**config.mk**
```make
export PLATFORM = sky130hd
export DESIGN_NAME = axi_lite_to_axi
export DESIGN_NICKNAME = d
export VERILOG_FILES = /design/src/rtl/axi_lite_to_axi.sv
export SDC_FILE = /design/constraint.sdc
export NUM_CORES = 1
export LEC_CHECK = 0
export BUFFER_PORTS_ARGS = -buffer_cell sky130_fd_sc_hd__buf_2
export CAP_MARGIN = 15
export CORE_AREA = 2 2 154 156
export CTS_BUF_LIST = sky130_fd_sc_hd__clkbuf_4
export CTS_CLUSTER_SIZE = 14
export DETAILED_ROUTE_END_ITERATION = 10
export DIE_AREA = 0 0 156 158
export HOLD_SLACK_MARGIN = 0.03
export PLACE_DENSITY = 0.57
export SLEW_MARGIN = 20
export SYNTH_ARGS = -nofsm -noshare
export SYNTH_HDL_FRONTEND = slang
export SYNTH_SLANG_ARGS = --single-unit
```
**constraint.sdc**
```tcl
create_clock -name clk_i -period 4.8 [get_ports clk_i]
set_input_delay 0.96 -clock clk_i [delete_from_list [all_inputs] [get_ports clk_i]]
set_output_delay 0.96 -clock clk_i [all_outputs]
set_load 0.05 [all_outputs]
```
**src/rtl/axi_lite_to_axi.sv**
```systemverilog
// axi_lite_to_axi: AXI4-Lite slave to AXI4 master bridge.
// Each Lite transaction becomes one single-beat INCR burst with a fixed ID
// and fixed attributes. All five channels pass through one-entry registered
// slices. Outstanding reads and writes are counted and bounded.
// Optional feature macro: AXI_LITE_TO_AXI_ID_CHECK_EN. When it is defined, a
// B or R beat whose ID differs from AXI_ID is forwarded with resp = SLVERR.
//
// Handshake rule on every channel: a transfer happens on a rising edge where
// valid & ready are both 1. A valid, once raised, holds its payload stable
// until that transfer. No valid output depends combinationally on a ready
// input.
module axi_lite_to_axi #(
    parameter int unsigned     ADDR_W         = 32,
    parameter int unsigned     DATA_W         = 32,
    parameter int unsigned     ID_W           = 4,
    parameter int unsigned     USER_W         = 1,
    parameter int unsigned     NUM_PENDING_RD = 4,
    parameter int unsigned     NUM_PENDING_WR = 4,
    parameter logic [ID_W-1:0] AXI_ID         = '0,
    parameter logic [3:0]      AXI_CACHE      = 4'b0000,
    localparam int unsigned    RD_CW          = $clog2(NUM_PENDING_RD + 1),
    localparam int unsigned    WR_CW          = $clog2(NUM_PENDING_WR + 1)
) (
    input  logic                clk_i,
    input  logic                rst_i,
    // Lite slave port
    input  logic [ADDR_W-1:0]   in_aw_addr_i,
    input  logic [2:0]          in_aw_prot_i,
    input  logic                in_aw_valid_i,
    output logic                in_aw_ready_o,
    input  logic [DATA_W-1:0]   in_w_data_i,
    input  logic [DATA_W/8-1:0] in_w_strb_i,
    input  logic                in_w_valid_i,
    output logic                in_w_ready_o,
    output logic [1:0]          in_b_resp_o,
    output logic                in_b_valid_o,
    input  logic                in_b_ready_i,
    input  logic [ADDR_W-1:0]   in_ar_addr_i,
    input  logic [2:0]          in_ar_prot_i,
    input  logic                in_ar_valid_i,
    output logic                in_ar_ready_o,
    output logic [DATA_W-1:0]   in_r_data_o,
    output logic [1:0]          in_r_resp_o,
    output logic                in_r_valid_o,
    input  logic                in_r_ready_i,
    // AXI4 master port
    output logic [ID_W-1:0]     out_aw_id_o,
    output logic [ADDR_W-1:0]   out_aw_addr_o,
    output logic [7:0]          out_aw_len_o,
    output logic [2:0]          out_aw_size_o,
    output logic [1:0]          out_aw_burst_o,
    output logic                out_aw_lock_o,
    output logic [3:0]          out_aw_cache_o,
    output logic [2:0]          out_aw_prot_o,
    output logic [3:0]          out_aw_qos_o,
    output logic [3:0]          out_aw_region_o,
    output logic [5:0]          out_aw_atop_o,
    output logic [USER_W-1:0]   out_aw_user_o,
    output logic                out_aw_valid_o,
    input  logic                out_aw_ready_i,
    output logic [DATA_W-1:0]   out_w_data_o,
    output logic [DATA_W/8-1:0] out_w_strb_o,
    output logic                out_w_last_o,
    output logic [USER_W-1:0]   out_w_user_o,
    output logic                out_w_valid_o,
    input  logic                out_w_ready_i,
    input  logic [ID_W-1:0]     out_b_id_i,
    input  logic [1:0]          out_b_resp_i,
    input  logic [USER_W-1:0]   out_b_user_i,
    input  logic                out_b_valid_i,
    output logic                out_b_ready_o,
    output logic [ID_W-1:0]     out_ar_id_o,
    output logic [ADDR_W-1:0]   out_ar_addr_o,
    output logic [7:0]          out_ar_len_o,
    output logic [2:0]          out_ar_size_o,
    output logic [1:0]          out_ar_burst_o,
    output logic                out_ar_lock_o,
    output logic [3:0]          out_ar_cache_o,
    output logic [2:0]          out_ar_prot_o,
    output logic [3:0]          out_ar_qos_o,
    output logic [3:0]          out_ar_region_o,
    output logic [USER_W-1:0]   out_ar_user_o,
    output logic                out_ar_valid_o,
    input  logic                out_ar_ready_i,
    input  logic [ID_W-1:0]     out_r_id_i,
    input  logic [DATA_W-1:0]   out_r_data_i,
    input  logic [1:0]          out_r_resp_i,
    input  logic                out_r_last_i,
    input  logic [USER_W-1:0]   out_r_user_i,
    input  logic                out_r_valid_i,
    output logic                out_r_ready_o,
    // Debug view of the pending counters
    output logic [WR_CW-1:0]    wr_cnt_o,
    output logic [RD_CW-1:0]    rd_cnt_o
);

    localparam logic [2:0]   AX_SIZE = 3'($clog2(DATA_W / 8));
    localparam logic [1:0]   BURST_INCR = 2'b01;
    localparam logic [1:0]   RESP_SLVERR = 2'b10;
    localparam logic [WR_CW:0] WR_LIM = (WR_CW + 1)'(NUM_PENDING_WR);
    localparam logic [RD_CW:0] RD_LIM = (RD_CW + 1)'(NUM_PENDING_RD);

    // Slice registers
    logic                aw_valid_q, aw_valid_d;
    logic [ADDR_W-1:0]   aw_addr_q, aw_addr_d;
    logic [2:0]          aw_prot_q, aw_prot_d;
    logic                w_valid_q, w_valid_d;
    logic [DATA_W-1:0]   w_data_q, w_data_d;
    logic [DATA_W/8-1:0] w_strb_q, w_strb_d;
    logic                ar_valid_q, ar_valid_d;
    logic [ADDR_W-1:0]   ar_addr_q, ar_addr_d;
    logic [2:0]          ar_prot_q, ar_prot_d;
    logic                b_valid_q, b_valid_d;
    logic [1:0]          b_resp_q, b_resp_d;
    logic                r_valid_q, r_valid_d;
    logic [DATA_W-1:0]   r_data_q, r_data_d;
    logic [1:0]          r_resp_q, r_resp_d;
    logic [WR_CW-1:0]    wr_cnt_q, wr_cnt_d;
    logic [RD_CW-1:0]    rd_cnt_q, rd_cnt_d;

    logic aw_out_hs, ar_out_hs, b_out_hs, r_out_hs;
    logic wr_dec, rd_dec;
    logic [1:0] b_resp_chk, r_resp_chk;
    logic [WR_CW:0] wr_committed;
    logic [RD_CW:0] rd_committed;

    assign aw_out_hs = aw_valid_q & out_aw_ready_i;
    assign ar_out_hs = ar_valid_q & out_ar_ready_i;
    assign b_out_hs  = out_b_valid_i & out_b_ready_o;
    assign r_out_hs  = out_r_valid_i & out_r_ready_o;

    // A response only retires a transaction when one is outstanding;
    // unsolicited responses are accepted and dropped.
    assign wr_dec = b_out_hs & (wr_cnt_q != '0);
    assign rd_dec = r_out_hs & out_r_last_i & (rd_cnt_q != '0);

    // The slice occupant is counted too, so the counter can never be pushed
    // past its limit by an entry already accepted but not yet sent.
    assign wr_committed = {1'b0, wr_cnt_q} + {{WR_CW{1'b0}}, aw_valid_q};
    assign rd_committed = {1'b0, rd_cnt_q} + {{RD_CW{1'b0}}, ar_valid_q};

    assign in_aw_ready_o = (~aw_valid_q | out_aw_ready_i) & (wr_committed < WR_LIM);
    assign in_ar_ready_o = (~ar_valid_q | out_ar_ready_i) & (rd_committed < RD_LIM);
    assign in_w_ready_o  = ~w_valid_q | out_w_ready_i;
    assign out_b_ready_o = ~b_valid_q | in_b_ready_i;
    assign out_r_ready_o = ~r_valid_q | in_r_ready_i;

`ifdef AXI_LITE_TO_AXI_ID_CHECK_EN
    assign b_resp_chk = (out_b_id_i != AXI_ID) ? RESP_SLVERR : out_b_resp_i;
    assign r_resp_chk = (out_r_id_i != AXI_ID) ? RESP_SLVERR : out_r_resp_i;
    logic unused_sig;
    assign unused_sig = ^{out_b_user_i, out_r_user_i};
`else
    assign b_resp_chk = out_b_resp_i;
    assign r_resp_chk = out_r_resp_i;
    logic unused_sig;
    assign unused_sig = ^{out_b_user_i, out_r_user_i, out_b_id_i, out_r_id_i, RESP_SLVERR};
`endif

    // Request slices (AW, W, AR): empty on downstream accept, refill on upstream accept
    always_comb begin
        aw_valid_d = aw_valid_q;
        aw_addr_d  = aw_addr_q;
        aw_prot_d  = aw_prot_q;
        if (out_aw_ready_i) aw_valid_d = 1'b0;
        if (in_aw_valid_i & in_aw_ready_o) begin
            aw_valid_d = 1'b1;
            aw_addr_d  = in_aw_addr_i;
            aw_prot_d  = in_aw_prot_i;
        end
        w_valid_d = w_valid_q;
        w_data_d  = w_data_q;
        w_strb_d  = w_strb_q;
        if (out_w_ready_i) w_valid_d = 1'b0;
        if (in_w_valid_i & in_w_ready_o) begin
            w_valid_d = 1'b1;
            w_data_d  = in_w_data_i;
            w_strb_d  = in_w_strb_i;
        end
        ar_valid_d = ar_valid_q;
        ar_addr_d  = ar_addr_q;
        ar_prot_d  = ar_prot_q;
        if (out_ar_ready_i) ar_valid_d = 1'b0;
        if (in_ar_valid_i & in_ar_ready_o) begin
            ar_valid_d = 1'b1;
            ar_addr_d  = in_ar_addr_i;
            ar_prot_d  = in_ar_prot_i;
        end
    end

    // Response slices (B, R): only responses that retire a transaction are forwarded
    always_comb begin
        b_valid_d = b_valid_q;
        b_resp_d  = b_resp_q;
        if (in_b_ready_i) b_valid_d = 1'b0;
        if (wr_dec) begin
            b_valid_d = 1'b1;
            b_resp_d  = b_resp_chk;
        end
        r_valid_d = r_valid_q;
        r_data_d  = r_data_q;
        r_resp_d  = r_resp_q;
        if (in_r_ready_i) r_valid_d = 1'b0;
        if (rd_dec) begin
            r_valid_d = 1'b1;
            r_data_d  = out_r_data_i;
            r_resp_d  = r_resp_chk;
        end
    end

    // Pending counters: a simultaneous increment and decrement cancel out
    always_comb begin
        wr_cnt_d = wr_cnt_q;
        if (aw_out_hs & ~wr_dec)      wr_cnt_d = wr_cnt_q + WR_CW'(1);
        else if (~aw_out_hs & wr_dec) wr_cnt_d = wr_cnt_q - WR_CW'(1);
        rd_cnt_d = rd_cnt_q;
        if (ar_out_hs & ~rd_dec)      rd_cnt_d = rd_cnt_q + RD_CW'(1);
        else if (~ar_out_hs & rd_dec) rd_cnt_d = rd_cnt_q - RD_CW'(1);
    end

    // State registers; reset flushes every slice and counter
    always_ff @(posedge clk_i) begin
        if (rst_i) begin
            aw_valid_q <= 1'b0; aw_addr_q <= '0; aw_prot_q <= '0;
            w_valid_q  <= 1'b0; w_data_q  <= '0; w_strb_q  <= '0;
            ar_valid_q <= 1'b0; ar_addr_q <= '0; ar_prot_q <= '0;
            b_valid_q  <= 1'b0; b_resp_q  <= '0;
            r_valid_q  <= 1'b0; r_data_q  <= '0; r_resp_q  <= '0;
            wr_cnt_q   <= '0;   rd_cnt_q  <= '0;
        end else begin
            aw_valid_q <= aw_valid_d; aw_addr_q <= aw_addr_d; aw_prot_q <= aw_prot_d;
            w_valid_q  <= w_valid_d;  w_data_q  <= w_data_d;  w_strb_q  <= w_strb_d;
            ar_valid_q <= ar_valid_d; ar_addr_q <= ar_addr_d; ar_prot_q <= ar_prot_d;
            b_valid_q  <= b_valid_d;  b_resp_q  <= b_resp_d;
            r_valid_q  <= r_valid_d;  r_data_q  <= r_data_d;  r_resp_q  <= r_resp_d;
            wr_cnt_q   <= wr_cnt_d;   rd_cnt_q  <= rd_cnt_d;
        end
    end

    assign out_aw_valid_o  = aw_valid_q;
    assign out_aw_id_o     = AXI_ID;
    assign out_aw_addr_o   = aw_addr_q;
    assign out_aw_len_o    = 8'd0;
    assign out_aw_size_o   = AX_SIZE;
    assign out_aw_burst_o  = BURST_INCR;
    assign out_aw_lock_o   = 1'b0;
    assign out_aw_cache_o  = AXI_CACHE;
    assign out_aw_prot_o   = aw_prot_q;
    assign out_aw_qos_o    = 4'd0;
    assign out_aw_region_o = 4'd0;
    assign out_aw_atop_o   = 6'd0;
    assign out_aw_user_o   = '0;

    assign out_w_valid_o   = w_valid_q;
    assign out_w_data_o    = w_data_q;
    assign out_w_strb_o    = w_strb_q;
    assign out_w_last_o    = 1'b1;
    assign out_w_user_o    = '0;

    assign out_ar_valid_o  = ar_valid_q;
    assign out_ar_id_o     = AXI_ID;
    assign out_ar_addr_o   = ar_addr_q;
    assign out_ar_len_o    = 8'd0;
    assign out_ar_size_o   = AX_SIZE;
    assign out_ar_burst_o  = BURST_INCR;
    assign out_ar_lock_o   = 1'b0;
    assign out_ar_cache_o  = AXI_CACHE;
    assign out_ar_prot_o   = ar_prot_q;
    assign out_ar_qos_o    = 4'd0;
    assign out_ar_region_o = 4'd0;
    assign out_ar_user_o   = '0;

    assign in_b_valid_o    = b_valid_q;
    assign in_b_resp_o     = b_resp_q;
    assign in_r_valid_o    = r_valid_q;
    assign in_r_data_o     = r_data_q;
    assign in_r_resp_o     = r_resp_q;

    assign wr_cnt_o        = wr_cnt_q;
    assign rd_cnt_o        = rd_cnt_q;

endmodule

```
==> run summary, run 1 <==
Area fraction of the dominant cell type after synthesis: 43.0%
Synthesis-to-layout area growth: 24.0%
Post-synth ARST share: 0%
Ys Warns: 0
CP startpoint kind: primary input
Initial antenna violation count: 2
CP Capture Type: output pin
CTS sink count: 153
Core area: 23100 µm²
Pwr dens: 421 nW/µm²
RSZ-0062 raised after global routing: false
H-tree depth: 4
Total GRT Usage: 15.2%
DRT iter0 DRCs: 259
Vias per cell: 4.62
CP Max Fanout: 37
Die area: 24600 µm²
GRT overflow: 0
Worst Hold Class: flop to flop
CTS tree: built
Syn Inst Count: 774
Least-Margin Pin Slew: 1.02 ns
Chip width: 156 µm
Routed wire length per instance: 14.8 µm
Pre-antenna DRT Iters: 4
Synthesized cell area: 7120 µm²
Top_reg_cell synth: dfxtp_1
Critical Path RT: 3.84 ns
Final Hold Fails: 0
Post CTS Setup Buffer Count: 0
Final TNS setup: 0 ns
Largest net degree at the start of global routing: 109
Initial Util: 30.9%
Routed WL: 20000 µm
Clock slew at reported path FFs: 0.13 ns
Tcrit/Tclk final: 61.3%
Clk root buf: clkbuf_4
Clock skew: 0.0296 ns
Post-synth cell types: 29
CTS Buffer Depth: 2
Via count: 6252
# IOs: 393
CTS Buf Count: 17
Row Count: 56
Dpl hpwl: 13500 µm
Die Y: 158 µm
Leakage: 4.14 nW
First-pass GRT wire length: 30000 µm
Hold buffers post-CTS: 0
Final Net Count: 1216
Max-cap violations: 0
Status: finished clean
Share of cells above drive strength 1: 34.2%
Fmax: 340 MHz
Sequential area share after synthesis: 43.0%
Residual DRC: 0
Final core utilization: 38.3%
Yosys reg bits: 153
Max_slew headroom: 32.0%
Period minus WS final: 2.94 ns
Worst path arrival time: 1.98 ns
IO Port Bufs: 312
Post-synth top area cell: dfxtp_1
Syn avg cell area: 9.20 µm²
VDD IR max: 171 µV
Vias in the first global route: 5751
Critical setup path kind: primary input to output pin
Skew-Pair Late Insertion Delay: 0.53 ns
Gpl congestion: 0.711
Worst hold slack: 0.477 ns
EDFF count, synth: 0
Slew Viols, Final: 0
Final setup fails: 0
PostCTS Resize Cnt: 0
Routed Antenna Nets: 0
Area contributors post-synth: dfxtp_1, nand2b_1, mux2i_1
## flip-flops by register name, summed over array words and instances (netlist names), 2 cells and up
name and count:
in_b_resp_o 2, in_r_data_o 32, in_r_resp_o 2, out_ar_addr_o 32, out_ar_prot_o 3, out_aw_addr_o 32, out_aw_prot_o 3, out_w_data_o 32
out_w_strb_o 4, rd_cnt_o 3, wr_cnt_o 3
## synthesized netlist by cell type, types with 3 or more instances
cell type,instances
a21oi_1,79
and2_1,3
buf_1,6
buf_2,19
buf_4,76
buf_6,7
clkbuf_1,30
dfxtp_1,153
inv_1,6
mux2i_1,72
nand2b_1,142
nand3_1,40
nand4_1,36
nor2_1,4
nor2b_1,3
o21ai_0,38
o31ai_1,36
or3_1,4
xor2_1,4
## metrics by stage
stage	cells	power, W	instance area (µm²)	worst slack, ns
6_report	1352	0.00371	8820	1.86
3_5_place_dp	1318	0.00293	8540	1.82
5_1_grt	1351	0.00393	8820	1.73
3_3_place_gp	1318	0.00292	8540	1.85
2_1_floorplan	842	0.00266	7370	1.99
4_1_cts	1350	0.00378	8820	1.82
## worst max-delay path, stage by stage
cell and delay (ns):
buf_2 0.08, nor2b_2 0.04, inv_2 0.51, buf_2 0.38
## cell usage in the layout (no fill, tap or decap), types with 6 or more instances in the layout
cell type / n
dfxtp_1: 153
nand3_1: 40
o31ai_1: 36
inv_1: 6
clkbuf_4: 17
nand4_1: 36
inv_6: 6
nand2b_1: 142
o21ai_0: 38
buf_4: 12
conb_1: 70
buf_2: 311
a21oi_1: 79
mux2i_1: 72
## power breakdown
part,total [W],leakage [nW],internal [W],switching [W]
registers,0.00150,1.25,0.00141,0.0000888
logic,0.00140,2.73,0.000355,0.00104
clock network,0.000820,0.156,0.000281,0.000539
## per-layer routing
metal	GRT usage (%)	part of all wire (%)	routed length, µm
met5	0	0.030	6
met3	5.78	8.6	1720
met2	24.8	46	9260
met4	4.81	1.2	248
met1	18.6	44	8720
## layout make-up
cell class,instances,area (µm²)
repair buffers,324,1670
inverters,7,26.3
multi-input cells,544,3420
flip-flops and latches,153,3060
fillers,2440,14200
clock buffers,17,128
diodes,2,5.00
well taps,290,363
clock inverters,15,154
## worst paths after layout
check | cells past startpoint | from | slack, ns | end
min | 2 | out_aw_addr_o[26] | 0.48 | out_aw_addr_o[26]
min reg2reg | 2 | out_aw_addr_o[26] | 0.48 | out_aw_addr_o[26]
max | 4 | in_r_ready_i | 1.86 | out_r_ready_o
max reg2reg | 9 | rd_cnt_o[0] | 2.32 | rd_cnt_o[2]
## kinds of logic (layout without fill, tap and decap cells)
logic type               Yosys count  in the layout  share of synthesized area [%]
buffers and inverters            145            363                           12.7
AO/OA/AOI/OAI                    153            153                           12.0
XOR/XNOR                           4              4                          0.492
multiplexers                      72             72                           10.1
flip-flops                       153            153                           43.0
AND/OR/NAND/NOR                  241            241                           20.6
other                              2             72                          0.106
adder cells (fa/ha/maj)            4              4                          0.914
Note: power is estimated with default switching activity, not from simulation.
==> run 2: changes to the inputs <==
==> constraint.sdc (replaced) <==
create_clock -name clk_i -period 2.9 [get_ports clk_i]
set_input_delay 0.58 -clock clk_i [delete_from_list [all_inputs] [get_ports clk_i]]
set_output_delay 0.58 -clock clk_i [all_outputs]
set_load 0.05 [all_outputs]
==> run summary, run 2 (same netlist as run 1, synthesis figures left out) <==
Residual DRC: 0
Worst reg-to-reg path cell count: 8
Gpl congestion: 0.748
CP Capture Type: output pin
Number of fill cells in the layout: 2420
Reg2reg setup slack: 0.66 ns
Final Hold Fails: 0
Status: finished clean
Core area: 23100 µm²
Worst path arrival time: 1.77 ns
Vias in the first global route: 5733
Via count: 6185
Commonest cells after routing, fill and taps aside: buf_2, dfxtp_1, nand2b_1
IO Port Bufs: 312
Share of cells above drive strength 1: 34.2%
Clk root buf: clkbuf_4
PostCTS Resize Cnt: 0
GRT Max-Usage Layer: met2
Routed wire length per instance: 14.5 µm
GRT overflow: 0
First-pass GRT wire length: 30000 µm
VDD IR max: 314 µV
H-tree depth: 4
Final TNS setup: 0 ns
Vias per cell: 4.57
R2r endpoint: rd_cnt_o[2]
Dpl hpwl: 13300 µm
Die Y: 158 µm
Slew Viols, Final: 0
GR Layer Usage met2: 24.2%
Final setup fails: 0
Synthesis-to-layout area growth: 24.5%
GR Util met1: 19.2%
Most common cell after layout, fill and taps aside: buf_2
Tcrit/Tclk final: 81.0%
WP depth: 4
Pwr dens: 694 nW/µm²
CP startpoint kind: flop
CP delay by family, top: buffers and inverters
Clock skew: 0.0274 ns
Fmax: 426 MHz
Die area: 24600 µm²
CTS Buffer Depth: 2
Crit-path cells: nor2b_2, inv_2, buf_4, buf_2
Least-Margin Pin Slew: 0.615 ns
Leakage: 4.16 nW
Largest net degree at the start of global routing: 98
Worst r2r src: rd_cnt_o[2]
Initial Util: 30.9%
Met3 track utilization from global routing: 5.61%
Critical Path RT: 2.32 ns
Dpl cells: 1320
CTS Buf Count: 17
CTS tree: built
DRT iter0 DRCs: 312
Layout Cells excl Fill: 1354
Skew-Pair Late Insertion Delay: 0.53 ns
CP endpoint: out_r_ready_o
Post CTS Setup Buffer Count: 0
CP Max Fanout: 36
CTS sink count: 153
Pre-antenna DRT Iters: 4
Worst Hold Class: primary input to flop
Clock slew at reported path FFs: 0.17 ns
RSZ-0062 raised after global routing: false
# IOs: 393
Launch point of the worst path: in_r_valid_o
Max_slew headroom: 59.0%
Total GRT Usage: 15.2%
Final Net Count: 1218
Initial antenna violation count: 2
Hold buffers post-CTS: 0
Critical setup path kind: flop to output pin
Period minus WS final: 2.35 ns
Row Count: 56
Routed Antenna Nets: 0
Worst Path Buf+Inv: 3
Slowest stage cell on the critical path: buf_4
Max incr delay on CP: 0.36 ns
HP Start: out_r_data_i[11]
Max-cap violations: 0
Routed WL: 19600 µm
Chip width: 156 µm
-- run 2: cell type report --
class                           instances  area [µm²]  area share, %
Inverter                                7        26.3          0.296
Clock buffer                           17         128           1.44
Tap cell                              290         363           4.09
Sequential cell                       153        3060           34.6
Clock inverter                         15         154           1.74
Multi-Input combinational cell        544        3420           38.6
Antenna cell                            2        5.00         0.0565
Timing Repair Buffer                  326        1710           19.3
-- run 2: metrics by stage --
stage	util [%]	setup slack, ns	total power, W	area, µm²	hold WS (ns)
finish	38.4	0.550	0.00615	8860	0.271
global route	38.4	0.395	0.00651	8860	0.190
CTS	38.4	0.478	0.00626	8860	0.187
detailed placement	37.2	0.498	0.00485	8580	0.457
global placement	37.2	0.515	0.00484	8580	0.452
floorplan	-	0.347	0.00441	7370	0.693
-- run 2: worst min path at each step --
stage                       endpoint  cells past startpoint
floorplan           out_ar_addr_o[0]                      2
global placement     in_r_data_o[19]                      2
detailed placement   in_r_data_o[31]                      2
CTS                  in_r_data_o[11]                      3
global route         in_r_data_o[14]                      3
finish               in_r_data_o[11]                      3
-- run 2: tightest hold or removal path: cells and delay by family --
family	cells	cell delay [ns]
compound gates	1	0.05
simple gates	1	0.05
buf+inv	1	0.10
-- run 2: report_power, final --
| group | leakage [nW] | internal [W] | switching [W] |
|---|---|---|---|
| clock | 0.157 | 0.000465 | 0.000891 |
| sequential | 1.25 | 0.00233 | 0.000142 |
| combinational | 2.75 | 0.000596 | 0.00172 |
| total | 4.16 | 0.00339 | 0.00276 |
-- run 2: per-layer routing --
metal | wire, µm | share of wire, %
met1 | 8670 | 44
met2 | 8930 | 45
met3 | 1840 | 9.4
met4 | 206 | 1.0
met5 | 0 | 0
==> run 3: changes to the inputs <==
==> constraint.sdc (replaced) <==
create_clock -name clk_i -period 2.2 [get_ports clk_i]
set_input_delay 0.44 -clock clk_i [delete_from_list [all_inputs] [get_ports clk_i]]
set_output_delay 0.44 -clock clk_i [all_outputs]
set_load 0.05 [all_outputs]
==> run summary, run 3 (same netlist as run 1, synthesis figures left out) <==
Period minus WS final: 2.10 ns
Final Net Count: 1233
Via count: 6257
HP Start: out_r_data_i[14]
Share of cells above drive strength 1: 36.6%
Routed Antenna Nets: 0
CTS sink count: 153
Hold Path Sink: in_r_data_o[14]
Clk root buf: clkbuf_4
Tcrit/Tclk final: 95.6%
Gpl congestion: 0.772
Residual DRC: 0
DRT iter0 DRCs: 301
Max-cap violations: 0
Largest net degree at the start of global routing: 55
Register Area: 3080 µm²
Slew Viols, Final: 0
First-pass GRT wire length: 29700 µm
Die area: 24600 µm²
Launch point of the worst path: wr_cnt_o[2]
Dpl cells: 1334
CTS Buf Count: 17
Worst reg-to-reg path cell count: 8
Reg2reg setup slack: 0.1 ns
Row Count: 56
IO Port Bufs: 312
Commonest cells after routing, fill and taps aside: buf_2, dfxtp_1, nand2b_1
RSZ-0062 raised after global routing: false
Critical Path RT: 2.67 ns
CP startpoint kind: flop
CTS Buffer Depth: 2
Clock skew: 0.0232 ns
Routed WL: 19400 µm
Status: finished clean
VDD IR max: 386 µV
Worst r2r src: wr_cnt_o[2]
Most common cell after layout, fill and taps aside: buf_2
Setup WS pre-CTS: 0.0164 ns
Routed wire length per instance: 14.2 µm
Clock slew at reported path FFs: 0.16 ns
Synthesis-to-layout area growth: 26.8%
Final setup fails: 0
CP Capture Type: flop
Chip width: 156 µm
Total GRT Usage: 15.0%
Final TNS setup: 0 ns
Multi-input gate area: 3440 µm²
CTS tree: built
Layout Cells excl Fill: 1369
Initial antenna violation count: 1
Number of fill cells in the layout: 2408
CP Max Fanout: 3
Vias in the first global route: 5673
Worst Hold Class: primary input to flop
Hold buffers post-CTS: 0
R2r endpoint: wr_cnt_o[2]
GRT overflow: 0
Core area: 23100 µm²
Leakage: 4.23 nW
Die Y: 158 µm
Setup ws final: 0.0970 ns
Skew-Pair Late Insertion Delay: 0.54 ns
WHS Path Cells: 3
Pwr dens: 895 nW/µm²
H-tree depth: 4
Fmax: 476 MHz
Final Hold Fails: 0
Initial Util: 30.9%
Pre-antenna DRT Iters: 4
Vias per cell: 4.57
Dpl hpwl: 13600 µm
Worst path arrival time: 2.58 ns
# IOs: 393
Critical setup path kind: flop to flop
==> run 3: cell types whose count changed in the layout (fill, tap and decap cells not counted), moves of 2 or more <==
cell and change:
dfxtp_4 +4, inv_8 -2, nand3_1 -2, buf_12 +2, buf_4 +13, dfxtp_2 +4
buf_2 -2, clkbuf_4 +2, nand3_2 +2, dfxtp_1 -8, clkinvlp_4 +2
==> run 3: cell type report <==
type                    count  share of cell area [%]
flip-flops and latches    153                    34.2
well taps                 290                    4.02
inverters                   7                   0.291
repair buffers            341                    20.6
multi-input cells         544                    38.2
clock buffers              18                    1.50
clock inverters            14                    1.26
diodes                      2                  0.0554
==> run 3: layer usage <==
metal  vias up  track usage, %  wire length [µm]
met1      2881            18.8              8460
li1       3106               -                 -
met2       254            23.8              8880
met5         -               0                 6
met3        14            5.53              1830
met4         2            4.85               235
==> run 3: worst max path at each step <==
stage,to,cells past startpoint
after detailed placement,wr_cnt_o[2],8
after global routing,wr_cnt_o[2],8
after floorplan,rd_cnt_o[2],9
after CTS,out_r_ready_o,4
final,wr_cnt_o[2],8
after global placement,wr_cnt_o[2],8
==> run 3: power breakdown <==
group	leakage [nW]	switching (W)	total, W	internal, W
registers	1.26	0.000143	0.00322	0.00308
clock network	0.136	0.00115	0.00164	0.000492
logic	2.84	0.00234	0.00321	0.000872
total	4.23	0.00363	0.00808	0.00444
==> run 3: repair_timing <==
| item | in CTS | in global routing |
|---|---|---|
| endpoints found under the hold margin | 0 | 0 |
| setup buffers | 0 | 1 |
| pin swaps | 0 | 1 |
| gates resized for setup | 2 | 7 |
| endpoints found under the setup margin | 2 | 3 |
==> run 3: critical path, cell delays in order, from the launching register on <==
cell and delay, ns:
dfxtp_2 0.35, or3_4 0.40, nand3_2 0.09, ha_1 0.18, inv_1 0.06, fa_1 0.37
xor2_1 0.16, or3_1 0.32, a21oi_2 0.11
==> run 3: through the flow <==
stage | util (%) | hold WS, ns | total power (W) | cell area (µm²)
after floorplan | - | 0.579 | 0.00585 | 7410
after global placement | 37.9 | 0.450 | 0.00646 | 8740
after detailed placement | 37.9 | 0.456 | 0.00649 | 8740
after CTS | 39.0 | 0.0430 | 0.00818 | 8990
after global routing | 39.2 | 0.0420 | 0.00853 | 9030
final | 39.2 | 0.117 | 0.00808 | 9030
